**config.mk**
```make
export PLATFORM = sky130hd
export DESIGN_NAME = multicycle_control_unit
export DESIGN_NICKNAME = d
export VERILOG_FILES = /design/src/rtl/cpu_types_pkg.sv /design/src/rtl/instr_decode.sv /design/src/rtl/multicycle_control_unit.sv
export SDC_FILE = /design/constraint.sdc
export NUM_CORES = 1
export LEC_CHECK = 0
export ABC_AREA = 0
export BUFFER_PORTS_ARGS = -buffer_cell sky130_fd_sc_hd__clkbuf_2
export CORE_UTILIZATION = 55
export DETAILED_ROUTE_END_ITERATION = 10
export PLACE_DENSITY = 0.84
export SYNTH_ARGS = -nofsm -noshare
export SYNTH_HDL_FRONTEND = slang
export SYNTH_HIERARCHICAL = 1
export SYNTH_SLANG_ARGS = --single-unit
```
**constraint.sdc**
```tcl
create_clock -name CLK -period 7.8 [get_ports CLK]
set_input_delay 1.56 -clock CLK [delete_from_list [all_inputs] [get_ports CLK]]
set_output_delay 1.56 -clock CLK [all_outputs]
set_load 0.05 [all_outputs]
```
**src/rtl/cpu_types_pkg.sv**
```systemverilog
// -----------------------------------------------------------------------------
// cpu_types_pkg
//   Shared type definitions for the single-issue MIPS core.
//   - opcode_t / funct_t : MIPS primary opcode and R-type function fields.
//   - aluop_t            : ALU operation select.
//   - mc_state_t         : multicycle control state machine states.
//   - instr_class_t      : coarse instruction class used to sequence the FSM.
//   - pcsrc_t / immsel_t / regdst_t : datapath mux encodings.
// -----------------------------------------------------------------------------
package cpu_types_pkg;

  // MIPS primary opcodes (instr[31:26]).
  typedef enum logic [5:0] {
    RTYPE = 6'b000000,
    J     = 6'b000010,
    JAL   = 6'b000011,
    BEQ   = 6'b000100,
    BNE   = 6'b000101,
    ADDI  = 6'b001000,
    ADDIU = 6'b001001,
    SLTI  = 6'b001010,
    SLTIU = 6'b001011,
    ANDI  = 6'b001100,
    ORI   = 6'b001101,
    XORI  = 6'b001110,
    LUI   = 6'b001111,
    LW    = 6'b100011,
    SW    = 6'b101011,
    HALT  = 6'b111111
  } opcode_t;

  // R-type function codes (instr[5:0]).
  typedef enum logic [5:0] {
    SLL  = 6'b000000,
    SRL  = 6'b000010,
    JR   = 6'b001000,
    ADD  = 6'b100000,
    ADDU = 6'b100001,
    SUB  = 6'b100010,
    SUBU = 6'b100011,
    AND  = 6'b100100,
    OR   = 6'b100101,
    XOR  = 6'b100110,
    NOR  = 6'b100111,
    SLT  = 6'b101010,
    SLTU = 6'b101011
  } funct_t;

  // ALU operation select.
  typedef enum logic [3:0] {
    ALU_SLL  = 4'd0,
    ALU_SRL  = 4'd1,
    ALU_ADD  = 4'd2,
    ALU_SUB  = 4'd3,
    ALU_AND  = 4'd4,
    ALU_OR   = 4'd5,
    ALU_XOR  = 4'd6,
    ALU_NOR  = 4'd7,
    ALU_SLT  = 4'd8,
    ALU_SLTU = 4'd9
  } aluop_t;

  // Multicycle control states.
  typedef enum logic [2:0] {
    FETCH  = 3'd0,
    DECODE = 3'd1,
    EXEC   = 3'd2,
    MEM    = 3'd3,
    WB     = 3'd4,
    HALTED = 3'd5
  } mc_state_t;

  // Instruction class: decides the path taken out of EXEC.
  typedef enum logic [3:0] {
    CLS_NOP  = 4'd0,
    CLS_ALU  = 4'd1,
    CLS_LW   = 4'd2,
    CLS_SW   = 4'd3,
    CLS_BEQ  = 4'd4,
    CLS_BNE  = 4'd5,
    CLS_J    = 4'd6,
    CLS_JR   = 4'd7,
    CLS_JAL  = 4'd8,
    CLS_HALT = 4'd9
  } instr_class_t;

  // Next-PC select.
  typedef logic [2:0] pcsrc_t;
  localparam pcsrc_t PCSRC_PC4    = 3'b000;
  localparam pcsrc_t PCSRC_RS     = 3'b001;
  localparam pcsrc_t PCSRC_JUMP   = 3'b010;
  localparam pcsrc_t PCSRC_BRANCH = 3'b101;

  // Immediate select for the ALU B operand.
  typedef logic [2:0] immsel_t;
  localparam immsel_t IMM_NONE  = 3'b000;
  localparam immsel_t IMM_SEXT  = 3'b001;
  localparam immsel_t IMM_ZEXT  = 3'b010;
  localparam immsel_t IMM_LUI   = 3'b011;
  localparam immsel_t IMM_SHAMT = 3'b100;

  // Register file write-address select.
  typedef logic [1:0] regdst_t;
  localparam regdst_t REGDST_RT = 2'b00;
  localparam regdst_t REGDST_RD = 2'b01;
  localparam regdst_t REGDST_RA = 2'b10;

endpackage

```
**src/rtl/instr_decode.sv**
```systemverilog
// -----------------------------------------------------------------------------
// instr_decode
//   Purely combinational decode of the registered instruction. Produces the
//   instruction class plus the datapath controls; the FSM decides in which
//   state each of them is actually driven.
//   Ports:
//     op, funct   in   opcode (instr[31:26]) and function (instr[5:0]) fields
//     cls         out  instruction class
//     alu_op      out  ALU operation
//     alu_src     out  ALU B operand from immediate
//     src_sel     out  immediate select
//     reg_dst     out  write register select
//     mem_to_reg  out  writeback from data memory
// -----------------------------------------------------------------------------
module instr_decode
  import cpu_types_pkg::*;
(
  input  logic [5:0]   op,
  input  logic [5:0]   funct,
  output instr_class_t cls,
  output aluop_t       alu_op,
  output logic         alu_src,
  output immsel_t      src_sel,
  output regdst_t      reg_dst,
  output logic         mem_to_reg
);

  // Opcode / funct decode; anything unrecognised stays a NOP.
  always_comb begin
    cls        = CLS_NOP;
    alu_op     = ALU_ADD;
    alu_src    = 1'b0;
    src_sel    = IMM_NONE;
    reg_dst    = REGDST_RT;
    mem_to_reg = 1'b0;
    case (op)
      RTYPE: begin
        reg_dst = REGDST_RD;
        cls     = CLS_ALU;
        case (funct)
          SLL:  begin alu_op = ALU_SLL; alu_src = 1'b1; src_sel = IMM_SHAMT; end
          SRL:  begin alu_op = ALU_SRL; alu_src = 1'b1; src_sel = IMM_SHAMT; end
          ADD,
          ADDU: alu_op = ALU_ADD;
          SUB,
          SUBU: alu_op = ALU_SUB;
          AND:  alu_op = ALU_AND;
          OR:   alu_op = ALU_OR;
          XOR:  alu_op = ALU_XOR;
          NOR:  alu_op = ALU_NOR;
          SLT:  alu_op = ALU_SLT;
          SLTU: alu_op = ALU_SLTU;
          JR:   cls = CLS_JR;
          default: cls = CLS_NOP;
        endcase
      end
      ADDI,
      ADDIU: begin cls = CLS_ALU; alu_op = ALU_ADD; alu_src = 1'b1; src_sel = IMM_SEXT; end
      SLTI:  begin cls = CLS_ALU; alu_op = ALU_SLT; alu_src = 1'b1; src_sel = IMM_SEXT; end
      // Sign-extended immediate compared as unsigned (MIPS semantics).
      SLTIU: begin cls = CLS_ALU; alu_op = ALU_SLTU; alu_src = 1'b1; src_sel = IMM_SEXT; end
      ANDI:  begin cls = CLS_ALU; alu_op = ALU_AND; alu_src = 1'b1; src_sel = IMM_ZEXT; end
      ORI:   begin cls = CLS_ALU; alu_op = ALU_OR;  alu_src = 1'b1; src_sel = IMM_ZEXT; end
      XORI:  begin cls = CLS_ALU; alu_op = ALU_XOR; alu_src = 1'b1; src_sel = IMM_ZEXT; end
      // LUI: the immediate mux already shifts it up; OR with rs ($0) passes it.
      LUI:   begin cls = CLS_ALU; alu_op = ALU_OR;  alu_src = 1'b1; src_sel = IMM_LUI; end
      LW: begin
        cls        = CLS_LW;
        alu_op     = ALU_ADD;
        alu_src    = 1'b1;
        src_sel    = IMM_SEXT;
        mem_to_reg = 1'b1;
      end
      SW:    begin cls = CLS_SW; alu_op = ALU_ADD; alu_src = 1'b1; src_sel = IMM_SEXT; end
      BEQ:   begin cls = CLS_BEQ; alu_op = ALU_SUB; end
      BNE:   begin cls = CLS_BNE; alu_op = ALU_SUB; end
      J:     cls = CLS_J;
      JAL:   begin cls = CLS_JAL; reg_dst = REGDST_RA; end
      HALT:  cls = CLS_HALT;
      default: cls = CLS_NOP;
    endcase
  end

endmodule

```
**src/rtl/multicycle_control_unit.sv**
```systemverilog
// -----------------------------------------------------------------------------
// multicycle_control_unit
//   Control path of the multicycle MIPS core. Holds the instruction register
//   and sequences FETCH -> DECODE -> EXEC -> (MEM) -> (WB), waiting on the
//   instruction/data memory handshakes. An optional wait timeout in FETCH/MEM
//   halts the core with fault set; retired counts completed instructions.
//   Ports:
//     CLK, RST           clock (rising edge), asynchronous active-high reset
//     imemload, ihit     instruction word and fetch-complete strobe
//     dhit               data access complete
//     zero               ALU zero flag (used in EXEC for branches)
//     iREN, dREN, dWEN   memory requests
//     instr              registered instruction
//     PCWrite, PCSrc     PC load enable and next-PC select
//     ALUop, ALUSrc, src_sel        ALU controls (EXEC only)
//     RegDst, MemtoReg, RWEN        writeback controls (WB only)
//     halt, fault, retired          status
// -----------------------------------------------------------------------------
module multicycle_control_unit
  import cpu_types_pkg::*;
#(
  parameter int WORD_W      = 32,
  parameter int MEM_TIMEOUT = 0,
  parameter int COUNT_W     = 32
) (
  input  logic               CLK,
  input  logic               RST,
  input  logic [WORD_W-1:0]  imemload,
  input  logic               ihit,
  input  logic               dhit,
  input  logic               zero,
  output logic               iREN,
  output logic               dREN,
  output logic               dWEN,
  output logic [WORD_W-1:0]  instr,
  output logic               PCWrite,
  output pcsrc_t             PCSrc,
  output aluop_t             ALUop,
  output logic               ALUSrc,
  output immsel_t            src_sel,
  output regdst_t            RegDst,
  output logic               MemtoReg,
  output logic               RWEN,
  output logic               halt,
  output logic               fault,
  output logic [COUNT_W-1:0] retired
);

  // A zero timeout still needs a 1-bit counter to keep the declarations legal.
  localparam int                 CNT_W      = (MEM_TIMEOUT > 0) ? $clog2(MEM_TIMEOUT + 1) : 1;
  localparam logic [CNT_W-1:0]   CNT_LIMIT  = CNT_W'(MEM_TIMEOUT);
  localparam logic [CNT_W-1:0]   CNT_ONE    = CNT_W'(1);
  localparam logic               TIMEOUT_EN = (MEM_TIMEOUT > 0);
  localparam logic [COUNT_W-1:0] RETIRE_ONE = COUNT_W'(1);

  mc_state_t          state_q, state_d;
  logic [WORD_W-1:0]  instr_q, instr_d;
  logic [CNT_W-1:0]   wait_cnt_q, wait_cnt_d;
  logic [CNT_W-1:0]   wait_cnt_inc;
  logic               fault_q, fault_d;
  logic [COUNT_W-1:0] retired_q, retired_d;
  logic               wait_expired;

  instr_class_t dec_cls;
  aluop_t       dec_alu_op;
  logic         dec_alu_src;
  immsel_t      dec_src_sel;
  regdst_t      dec_reg_dst;
  logic         dec_mem_to_reg;

  instr_decode u_decode (
    .op         (instr_q[31:26]),
    .funct      (instr_q[5:0]),
    .cls        (dec_cls),
    .alu_op     (dec_alu_op),
    .alu_src    (dec_alu_src),
    .src_sel    (dec_src_sel),
    .reg_dst    (dec_reg_dst),
    .mem_to_reg (dec_mem_to_reg)
  );

  // The timeout fires on the cycle whose miss would bring the count to the limit.
  assign wait_cnt_inc = wait_cnt_q + CNT_ONE;
  assign wait_expired = TIMEOUT_EN && (wait_cnt_inc == CNT_LIMIT);

  assign instr   = instr_q;
  assign fault   = fault_q;
  assign retired = retired_q;

  // State, instruction register, wait counter, fault flag and retire counter.
  always_ff @(posedge CLK or posedge RST) begin
    if (RST) begin
      state_q    <= FETCH;
      instr_q    <= '0;
      wait_cnt_q <= '0;
      fault_q    <= 1'b0;
      retired_q  <= '0;
    end else begin
      state_q    <= state_d;
      instr_q    <= instr_d;
      wait_cnt_q <= wait_cnt_d;
      fault_q    <= fault_d;
      retired_q  <= retired_d;
    end
  end

  // Next-state and per-state output decode.
  always_comb begin
    state_d    = state_q;
    instr_d    = instr_q;
    wait_cnt_d = '0;          // leaving FETCH/MEM clears it for the next entry
    fault_d    = fault_q;
    iREN       = 1'b0;
    dREN       = 1'b0;
    dWEN       = 1'b0;
    PCWrite    = 1'b0;
    PCSrc      = PCSRC_PC4;
    ALUop      = ALU_ADD;
    ALUSrc     = 1'b0;
    src_sel    = IMM_NONE;
    RegDst     = REGDST_RT;
    MemtoReg   = 1'b0;
    RWEN       = 1'b0;
    halt       = 1'b0;

    case (state_q)
      FETCH: begin
        iREN = 1'b1;
        if (ihit) begin
          instr_d = imemload;
          state_d = DECODE;
        end else if (wait_expired) begin
          state_d = HALTED;
          fault_d = 1'b1;
        end else begin
          wait_cnt_d = wait_cnt_inc;
        end
      end

      DECODE: begin
        PCWrite = 1'b1;
        PCSrc   = PCSRC_PC4;
        if (dec_cls == CLS_HALT) begin
          state_d = HALTED;
        end else begin
          state_d = EXEC;
        end
      end

      EXEC: begin
        ALUop   = dec_alu_op;
        ALUSrc  = dec_alu_src;
        src_sel = dec_src_sel;
        case (dec_cls)
          CLS_ALU: state_d = WB;
          CLS_LW,
          CLS_SW:  state_d = MEM;
          CLS_BEQ: begin
            if (zero) begin
              PCWrite = 1'b1;
              PCSrc   = PCSRC_BRANCH;
            end else begin
              PCWrite = 1'b0;
            end
            state_d = FETCH;
          end
          CLS_BNE: begin
            if (!zero) begin
              PCWrite = 1'b1;
              PCSrc   = PCSRC_BRANCH;
            end else begin
              PCWrite = 1'b0;
            end
            state_d = FETCH;
          end
          CLS_J: begin
            PCWrite = 1'b1;
            PCSrc   = PCSRC_JUMP;
            state_d = FETCH;
          end
          CLS_JR: begin
            PCWrite = 1'b1;
            PCSrc   = PCSRC_RS;
            state_d = FETCH;
          end
          CLS_JAL: begin
            PCWrite = 1'b1;
            PCSrc   = PCSRC_JUMP;
            state_d = WB;
          end
          default: state_d = FETCH;   // NOP / unknown encoding
        endcase
      end

      MEM: begin
        dREN = (dec_cls == CLS_LW);
        dWEN = (dec_cls == CLS_SW);
        // A hit in the expiry cycle still wins.
        if (dhit) begin
          state_d = (dec_cls == CLS_LW) ? WB : FETCH;
        end else if (wait_expired) begin
          state_d = HALTED;
          fault_d = 1'b1;
        end else begin
          wait_cnt_d = wait_cnt_inc;
        end
      end

      WB: begin
        RWEN     = 1'b1;
        RegDst   = dec_reg_dst;
        MemtoReg = dec_mem_to_reg;
        state_d  = FETCH;
      end

      HALTED: begin
        halt    = 1'b1;
        state_d = HALTED;
      end

      default: state_d = FETCH;
    endcase

    // Retire on every return to FETCH, and on the HALT opcode itself.
    if ((state_d == FETCH && state_q != FETCH) ||
        (state_q == DECODE && state_d == HALTED)) begin
      retired_d = retired_q + RETIRE_ONE;
    end else begin
      retired_d = retired_q;
    end
  end

endmodule

```
== Yosys cells after proc, flatten, opt, wreduce, memory -nomap -nowiden ==
Cells that the tools add are included.

* Register bits: 67
* Output and inout bits: 85
* Memory bits (writable): 0
* Memories: 0
* Latch bits: 0
* Memory bits (read-only): 0

* $add $sub $neg: 1
* Bitwise logic cells: 0
* Multiply operators: 0
* Multiplexer cells: 34
* Shift operators: 0
* Reduce and logical (&&, ||, !) cells: 22
* $lt $le $gt $ge: 0
* Div/mod/pow operators: 0
* Eq/ne operators: 42

{| class="wikitable"
|+ Operators by type and width
! operator !! count
|-
| 6-bit == test, second input constant || 13
|-
| 4-bit one-hot mux with 9 select lines || 2
|-
| 6-bit by 4-bit == test with 1-bit output, second input constant || 9
|-
| 32-bit by 1-bit adder with 32-bit output, second input constant || 1
|-
| 4-bit one-hot mux with 7 select lines || 1
|-
| 3-bit 2-to-1 mux || 9
|-
| 3-bit one-hot mux with 4 select lines || 2
|-
| 6-bit by 2-bit == test with 1-bit output, second input constant || 3
|-
| 4-bit by 3-bit == test with 1-bit output, second input constant || 4
|-
| 3-bit one-hot mux with 5 select lines || 1
|-
| 2-bit OR reduction || 7
|-
| 6-bit by 3-bit == test with 1-bit output, second input constant || 2
|-
| 6-bit logical NOT || 2
|-
| 3-bit one-hot mux with 2 select lines || 2
|-
| 12-bit OR reduction || 1
|-
| 1-bit 2-to-1 mux || 11
|-
| 10-bit OR reduction || 1
|-
| 3-bit == test, second input constant || 3
|-
| 4-bit by 2-bit == test with 1-bit output, second input constant || 2
|-
| 4-bit == test, second input constant || 2
|-
| 8-bit OR reduction || 1
|-
| 3-bit by 2-bit == test with 1-bit output, second input constant || 2
|-
| 3-bit logical NOT || 2
|-
| 3-bit OR reduction || 2
|-
| 12 further kinds || 14
|}

== Logic depth before layout (Yosys ltp) ==
Gate-level depths: netlist of the first run.

* Depth in word-level cells: 11
* Mapped depth: 12
* Depth with buffers taken out: 10

== Cells and area by module ==
Netlist of the first run, hierarchy kept.

{| class="wikitable"
|+ By module, submodules not included
! module !! seq. area each (µm²) !! cells an instance !! times used !! area an instance (µm²)
|-
| multicycle_control_unit || 1676.6 || 276 || 1 || 3186.8
|-
| instr_decode || 0.0 || 68 || 1 || 429.2
|}

== Worst setup path after synthesis of the first run ==
Ideal clock, no wire load.

* Kind: register to output
* Start point: register instr_q[29], in the netlist instr[29]
* End point: output port PCWrite
* Required time: 6.240 ns
* Path buffers: 1
* Path slack: 2.988 ns
* Data arrival time: 3.252 ns
* Cell stages (with the launch flop): 9
* Path through: dfrtp_1 -> buf_6 -> or4_4 -> or4_4 -> a211oi_1 -> a221o_2 -> xor2_1 -> and3_1 -> o21bai_1

* Longest elaborated chain between the ends: 7
* Elaborated cells on any way between the ends: 26
* Classes of those cells: 20 x eq/ne; 3 x mux; 3 x reduce/logical

{| class="wikitable"
|+ RTL lines
! what !! RTL line !! text
|-
| from (decl) || multicycle_control_unit.sv:57 || <nowiki>logic [WORD_W-1:0] instr_q, instr_d;</nowiki>
|-
| from (signal assigned) || multicycle_control_unit.sv:100 || <nowiki>instr_q <= instr_d;</nowiki>
|-
| 6-bit by 4-bit == test with 1-bit output || instr_decode.sv:36 || <nowiki>case (op)</nowiki>
|-
| 8-bit OR reduction (no line) || n/a ||
|-
| 4-bit one-hot mux with 9 select lines (*) || instr_decode.sv:36 ||
|-
| named net dec_cls[0] || multicycle_control_unit.sv:64 || <nowiki>instr_class_t dec_cls;</nowiki>
|-
| 4-bit == test / 4-bit by 3-bit == test with 1-bit output (equally long branches) || multicycle_control_unit.sv:154 || <nowiki>case (dec_cls)</nowiki>
|-
| 3-bit OR reduction (no line) || n/a ||
|-
| 1-bit one-hot mux with 3 select lines (*) || multicycle_control_unit.sv:154 ||
|-
| 1-bit one-hot mux with 2 select lines (*) || multicycle_control_unit.sv:126 || <nowiki>case (state_q)</nowiki>
|-
| to (decl) || multicycle_control_unit.sv:36 || <nowiki>output logic PCWrite,</nowiki>
|}

The timed path passes the listed nets; every way through them passes the cells marked *.

== Worst setup path in the final report of the first run ==
* Start point: register instr_q[28], in the netlist instr[28]
* End point: output port PCWrite

The elaborated chain is that of the path after synthesis.

==> results of run 1 <==
power breakdown:
group | internal [mW] | switching, mW
logic | 0.00729 | 0.0107
registers | 0.347 | 0
clock network | 0.153 | 0.124
total | 0.508 | 0.135
state kept, by name (all words and copies together), names as in the netlist:
signal   flops
instr       32
retired     32
state_q      3
worst max-delay path by stage:
stage                   start       to  slack [ns]  cells after the start
floorplan           instr[29]  PCWrite        2.99                      8
detailed placement  instr[28]  PCWrite        3.47                      8
CTS                 instr[28]  PCWrite        3.08                      8
global placement    instr[28]  PCWrite        3.59                      8
finish              instr[28]  PCWrite        3.08                      8
global route        instr[28]  PCWrite        2.94                      8
metrics by stage:
step	setup WS (ns)	power (mW)	hold WS [ns]	util [%]
detailed placement	3.47	0.372	0.456	66.3
finish	3.08	0.643	0.467	69.2
floorplan	2.99	0.361	0.636	-
CTS	3.08	0.646	0.470	69.2
global route	2.94	0.662	0.484	69.2
global placement	3.59	0.372	0.456	66.3
cells in the final DEF (no fill, tap or decap), drive strengths merged, types with 3 or more instances in the layout:
master / n
nand3: 11
inv: 12
nor3: 15
o21bai: 3
and2: 13
dfrtp: 67
clkbuf: 132
nor2b: 6
xnor2: 7
a21oi: 7
a31oi: 5
o31ai: 4
nor4: 13
and3: 7
nand2b: 11
xor2: 27
nor4b: 5
nor2: 20
nor3b: 5
mux2: 33
nand4: 5
nand2: 19
o21ai: 6
kinds of logic (layout without fill, tap and decap cells):
group	Yosys count	in the layout	share of synthesized area (%)
XOR/XNOR	34	34	8.24
buffers and inverters	31	148	4.46
flip-flops	67	67	46.4
AND/OR/NAND/NOR	138	138	22.3
AO/OA/AOI/OAI	38	38	7.61
multiplexers	34	34	10.6
other	1	1	0.104
adder cells (fa/ha/maj)	1	1	0.346
per-layer routing:
metal	share of wire (%)	vias to the layer above	routed length, um
li1	-	1434	-
met1	43	1472	3530
met2	50	113	4120
met3	3.9	22	318
met4	2.8	0	227
met5	0	-	0
layout make-up:
type	count	area (um2)
clock buffer	12	145
inverter	12	45.0
sequential	67	1680
multi-input combinational	246	1780
timing repair buffer	122	616
tap	77	96.3
fill	496	1960
clock inverter	2	37.5
worst max-delay path, delay by kind of cell (launching register included):
| family | cells | cell delay (ns) |
|---|---|---|
| and+or+nand+nor | 3 | 1.28 |
| AOI/OAI and AO/OA | 3 | 0.58 |
| buffers and inverters | 1 | 0.30 |
| xor gates and xnor gates | 1 | 0.15 |
| DFF | 1 | 0.52 |
==> key figures, run 1 <==
Setup path
  • WP data required: approximately 6.2 ns
  • WS Path Type: reg2out
  • Critical Path Start Type: flop
  • Crit end category: output port
  • CP most frequent cell: or4_4
  • Cells on worst reg2reg path: 10
  • Worst r2r src: instr[28]
  • Slowest Stage Delay on Critical Path: 0.62 ns
  • R2R Setup Slk: 3.72 ns
  • Reg2reg end: retired[20]
  • CP Max Fanout: 14
  • Critical path arrival: about 3.2 ns
  • Slowest cell on the critical path: or4_4
  • Crit path cell chain: or4_4 > or4_4 > a211oi_1 > a221o_2 > xor2_1 > and3_1 > o21bai_1 > clkbuf_2

Route
  • Initial DRC count: 135
  • WL final: 8190 um
  • Post-route ant nets: 0
  • Via density per instance: about 5.7
  • Avg WL per Cell: about 15 um
  • Via count: a little over 3000
  • Residual DRC: 0
  • 1st-pass router iterations: 5

Floorplan
  • Std cell rows: 29
  • Core Region: 6350 um2
  • Initial Util: 56.9%
  • Io pins: 122
  • Die W: 83.1 um
  • Die Y: ~83 um
  • Die ar.: 6900 um2

Global routing
  • Initial antenna violation count: 0
  • Pin count of the biggest net entering global routing: 68
  • M2 GR Usage: ~40%
  • First-pass GRT wire length: approximately 14000 um
  • GRT Util Overall: 24.9%
  • Met1 Usage GRT: 33.2%
  • Most Crowded Layer GR: met2
  • GRT Residual Overflow: 0
  • Vias in the first global route: ~2900
  • GR Util met3: 2.58%

Logic synthesis
  • Ys flop type: dfrtp_1
  • Commonest cells in the netlist: dfrtp_1 (67), mux2_2 (33), xor2_1 (27), nor2_1 (20), nand2_1 (19)
  • Synth Warn #: 6
  • Leading area contributor after synthesis: dfrtp_1
  • Ys async rst share: 100%
  • Post-Synthesis Cells: 344
  • Largest cells by area after synthesis: dfrtp_1 (46%), mux2_2 (10%), xor2_1 (6.5%)
  • Syn Nets: ~380
  • Syn_area_per_cell: ~11 um2
  • Synth top area share: 46.4%
  • Synth unique cells: 54
  • Register area share after synthesis: approximately 46%
  • Most frequent cell after synthesis: dfrtp_1
  • Synth Register Bits: 67
  • Syn Std Cell Area: between 3000 and 4000 um2
  • EDFF count, synth: 0

CTS
  • CTS Buf Count: 9
  • Clock transition at path regs: 0.08 ns
  • CTS tree: yes
  • Cts hold-fix bufs: 0
  • H-tree depth: 3
  • Worst-Skew Late Latency: 0.34 ns
  • Postcts setup bufs: 0
  • CTS resizes: 0
  • Clock Sinks: between 60 and 70
  • Clk buf depth: 2
  • Clock root buffer master: clkbuf_8

STA
  • Min cycle time layout: 4.72 ns
  • Fin. Hold Viols: 0
  • Slew headroom: 39.0%
  • Max-slew violations: 0
  • Tcrit/Tclk final: 60.5%
  • Setup_tns: 0 ns
  • RSZ-0062 raised after global routing: no
  • Final setup fails: 0
  • Clk_skew: 0.0113 ns
  • Fmax: 212 MHz
  • Worst-margin pin slew: 0.915 ns

Run
  • Max-cap violations: 0

Min path
  • Hold EP: retired[31]
  • Hold Path Class: reg2reg
  • Hold depth: 1
  • Worst min-delay path startpoint: retired[31]

Pwr
  • Lkg Pwr: about 2.4 nW
  • PD cells: 146 nW/um2
  • Peak VDD IR: 0.000105 V

Placement
  • Post-DP Area: approximately 4200 um2
  • Placed Instances: about 520
  • Port Buffer Count: 120
  • Hpwl dp: 5900 um
  • RD Place Congestion: 0.942

Cells and area
  • Antenna cell count: 0
  • Layout cell share with drive strength beyond 1: 39.0%
  • Final nets: 496
  • Layout overhead on the synthesized area: 21.5%
  • Design Area, Final: 4390 um2
  • Finished Layout Cells: 538

Run status
  • Status: complete, no violations
(Power assumes the default switching activity.)
==> run 2, diff against run 1 <==
CORE_UTILIZATION = 46   (was 55)
PLACE_DENSITY = 0.75   (was 0.84)
clock period = 4.1 ns   (was 7.8 ns; I/O delays follow)
==> key figures, run 2 (synthesis gave the netlist of run 1 again) <==
Route
  • Via density per instance: between 5 and 6
  • 1st-pass router iterations: 4
  • WL final: 8090 um
  • Via count: 3001
  • Post-route ant nets: 0
  • Residual DRC: 0
  • Avg WL per Cell: 14.3 um
  • Initial DRC count: ~140

STA
  • Clk_skew: ~0.011 ns
  • Final setup fails: 0
  • Fmax: 256 MHz
  • Min cycle time layout: 3.91 ns
  • Min Hold Slack: about 0.47 ns
  • Slew headroom: 40.0%
  • Tcrit/Tclk final: about 95%
  • Worst-margin pin slew: 0.899 ns
  • Fin. Hold Viols: 0
  • RSZ-0062 raised after global routing: no
  • Max-slew violations: 0
  • Setup_tns: 0 ns

CTS
  • Worst-Skew Late Latency: around 0.34 ns
  • Clock transition at path regs: 0.07 ns
  • Clock root buffer master: clkbuf_8
  • H-tree depth: 3
  • CTS resizes: 0
  • CTS Buf Count: 9
  • Clk buf depth: 2
  • Cts hold-fix bufs: 0
  • Postcts setup bufs: 0
  • Clock Sinks: between 60 and 70
  • CTS tree: yes

Cells and area
  • Commonest non-fill, non-tap cell in the layout: clkbuf_2
  • Layout cell share with drive strength beyond 1: 39.6%
  • Most frequent cells in the layout: clkbuf_2 (120), dfrtp_1 (67), mux2_2 (33), xor2_1 (27), nor2_1 (20)
  • Finished Layout Cells: about 560
  • FILL cells: 644
  • Register Area: around 1700 um2
  • Post-layout util: 60.2%
  • Multi-input logic area: 1780 um2
  • Final nets: 498
  • Antenna cell count: 0
  • Layout overhead on the synthesized area: 23.4%

Setup path
  • Critical Path Source: instr[29]
  • Critical path arrival: 3.09 ns
  • Critical Path Start Type: flop
  • Worst r2r src: instr[29]
  • R2R Setup Slk: 0.50 ns
  • Reg2reg end: retired[1]
  • Worst setup endpoint: PCWrite
  • WS Path Type: reg2out
  • Crit end category: output port
  • Cells on worst reg2reg path: 10
  • WP data required: ~3.3 ns
  • CP Max Fanout: 11

Floorplan
  • Io pins: 122
  • Die Y: 90.7 um
  • Core Region: 7410 um2
  • Initial Util: between 40% and 50%
  • Die ar.: 8220 um2
  • Die W: 90.7 um
  • Std cell rows: 31

Min path
  • Worst min-delay path startpoint: retired[31]
  • Hold Path Class: reg2reg

Global routing
  • First-pass GRT wire length: between 10000 and 15000 um
  • Vias in the first global route: 2862
  • GRT Util Overall: 21.0%
  • Pin count of the biggest net entering global routing: 45
  • Initial antenna violation count: 0
  • GRT Residual Overflow: 0

Placement
  • Placed Instances: 548
  • Port Buffer Count: 120
  • Hpwl dp: 5990 um
  • RD Place Congestion: 0.865

Run
  • Max-cap violations: 0

Pwr
  • PD cells: roughly 280 nW/um2
  • Lkg Pwr: roughly 2.4 nW
  • Peak VDD IR: a little under 0.0002 V

Run status
  • Status: complete, no violations
==> run 2: worst min-delay path by stage <==
stage	to	cells past startpoint	slack [ns]
global placement	retired[31]	1	0.46
floorplan	state_q[1]	2	0.64
detailed placement	retired[31]	1	0.46
finish	retired[31]	1	0.47
CTS	retired[31]	1	0.47
global route	retired[31]	1	0.50
==> run 2: worst max-delay path, stage by stage (launching register included) <==
cell and delay (ns):
dfrtp_1 0.49, or4_4 0.58, or4_4 0.47, a211oi_1 0.24
a221o_2 0.23, xor2_1 0.14, and3_1 0.19, o21bai_1 0.11
clkbuf_2 0.30
==> run 2: layout make-up <==
class,count,share of cell area (%)
clock buffer,12,3.25
timing repair buffer,124,14.4
sequential,67,37.6
multi-input combinational,246,39.8
inverter,12,1.01
clock inverter,4,1.12
tap,99,2.78
==> run 2: power by group <==
group / switching (mW) / internal (mW) / total [mW]
logic: 0.0203 / 0.0139 / 0.0341
registers: 0 / 0.661 / 0.661
clock network: 0.241 / 0.297 / 0.538
==> run 2: routing by layer <==
metal / vias to the layer above / track usage [%] / routed length, um
met5: - / 0 / 0
met3: 15 / 4.97 / 448
met4: 0 / 7.53 / 181
met1: 1429 / 27.9 / 3640
li1: 1450 / - / -
met2: 107 / 33.3 / 3820
==> run 2: per-stage QoR <==
stage                     setup WS, ns  power (mW)  cell area [um2]
final                            0.190        1.23             4460
after global placement           0.616       0.708             4270
after detailed placement         0.536       0.708             4270
after CTS                        0.175        1.25             4460
after floorplan                 0.0279       0.688             3620
after global routing            0.0158        1.28             4460
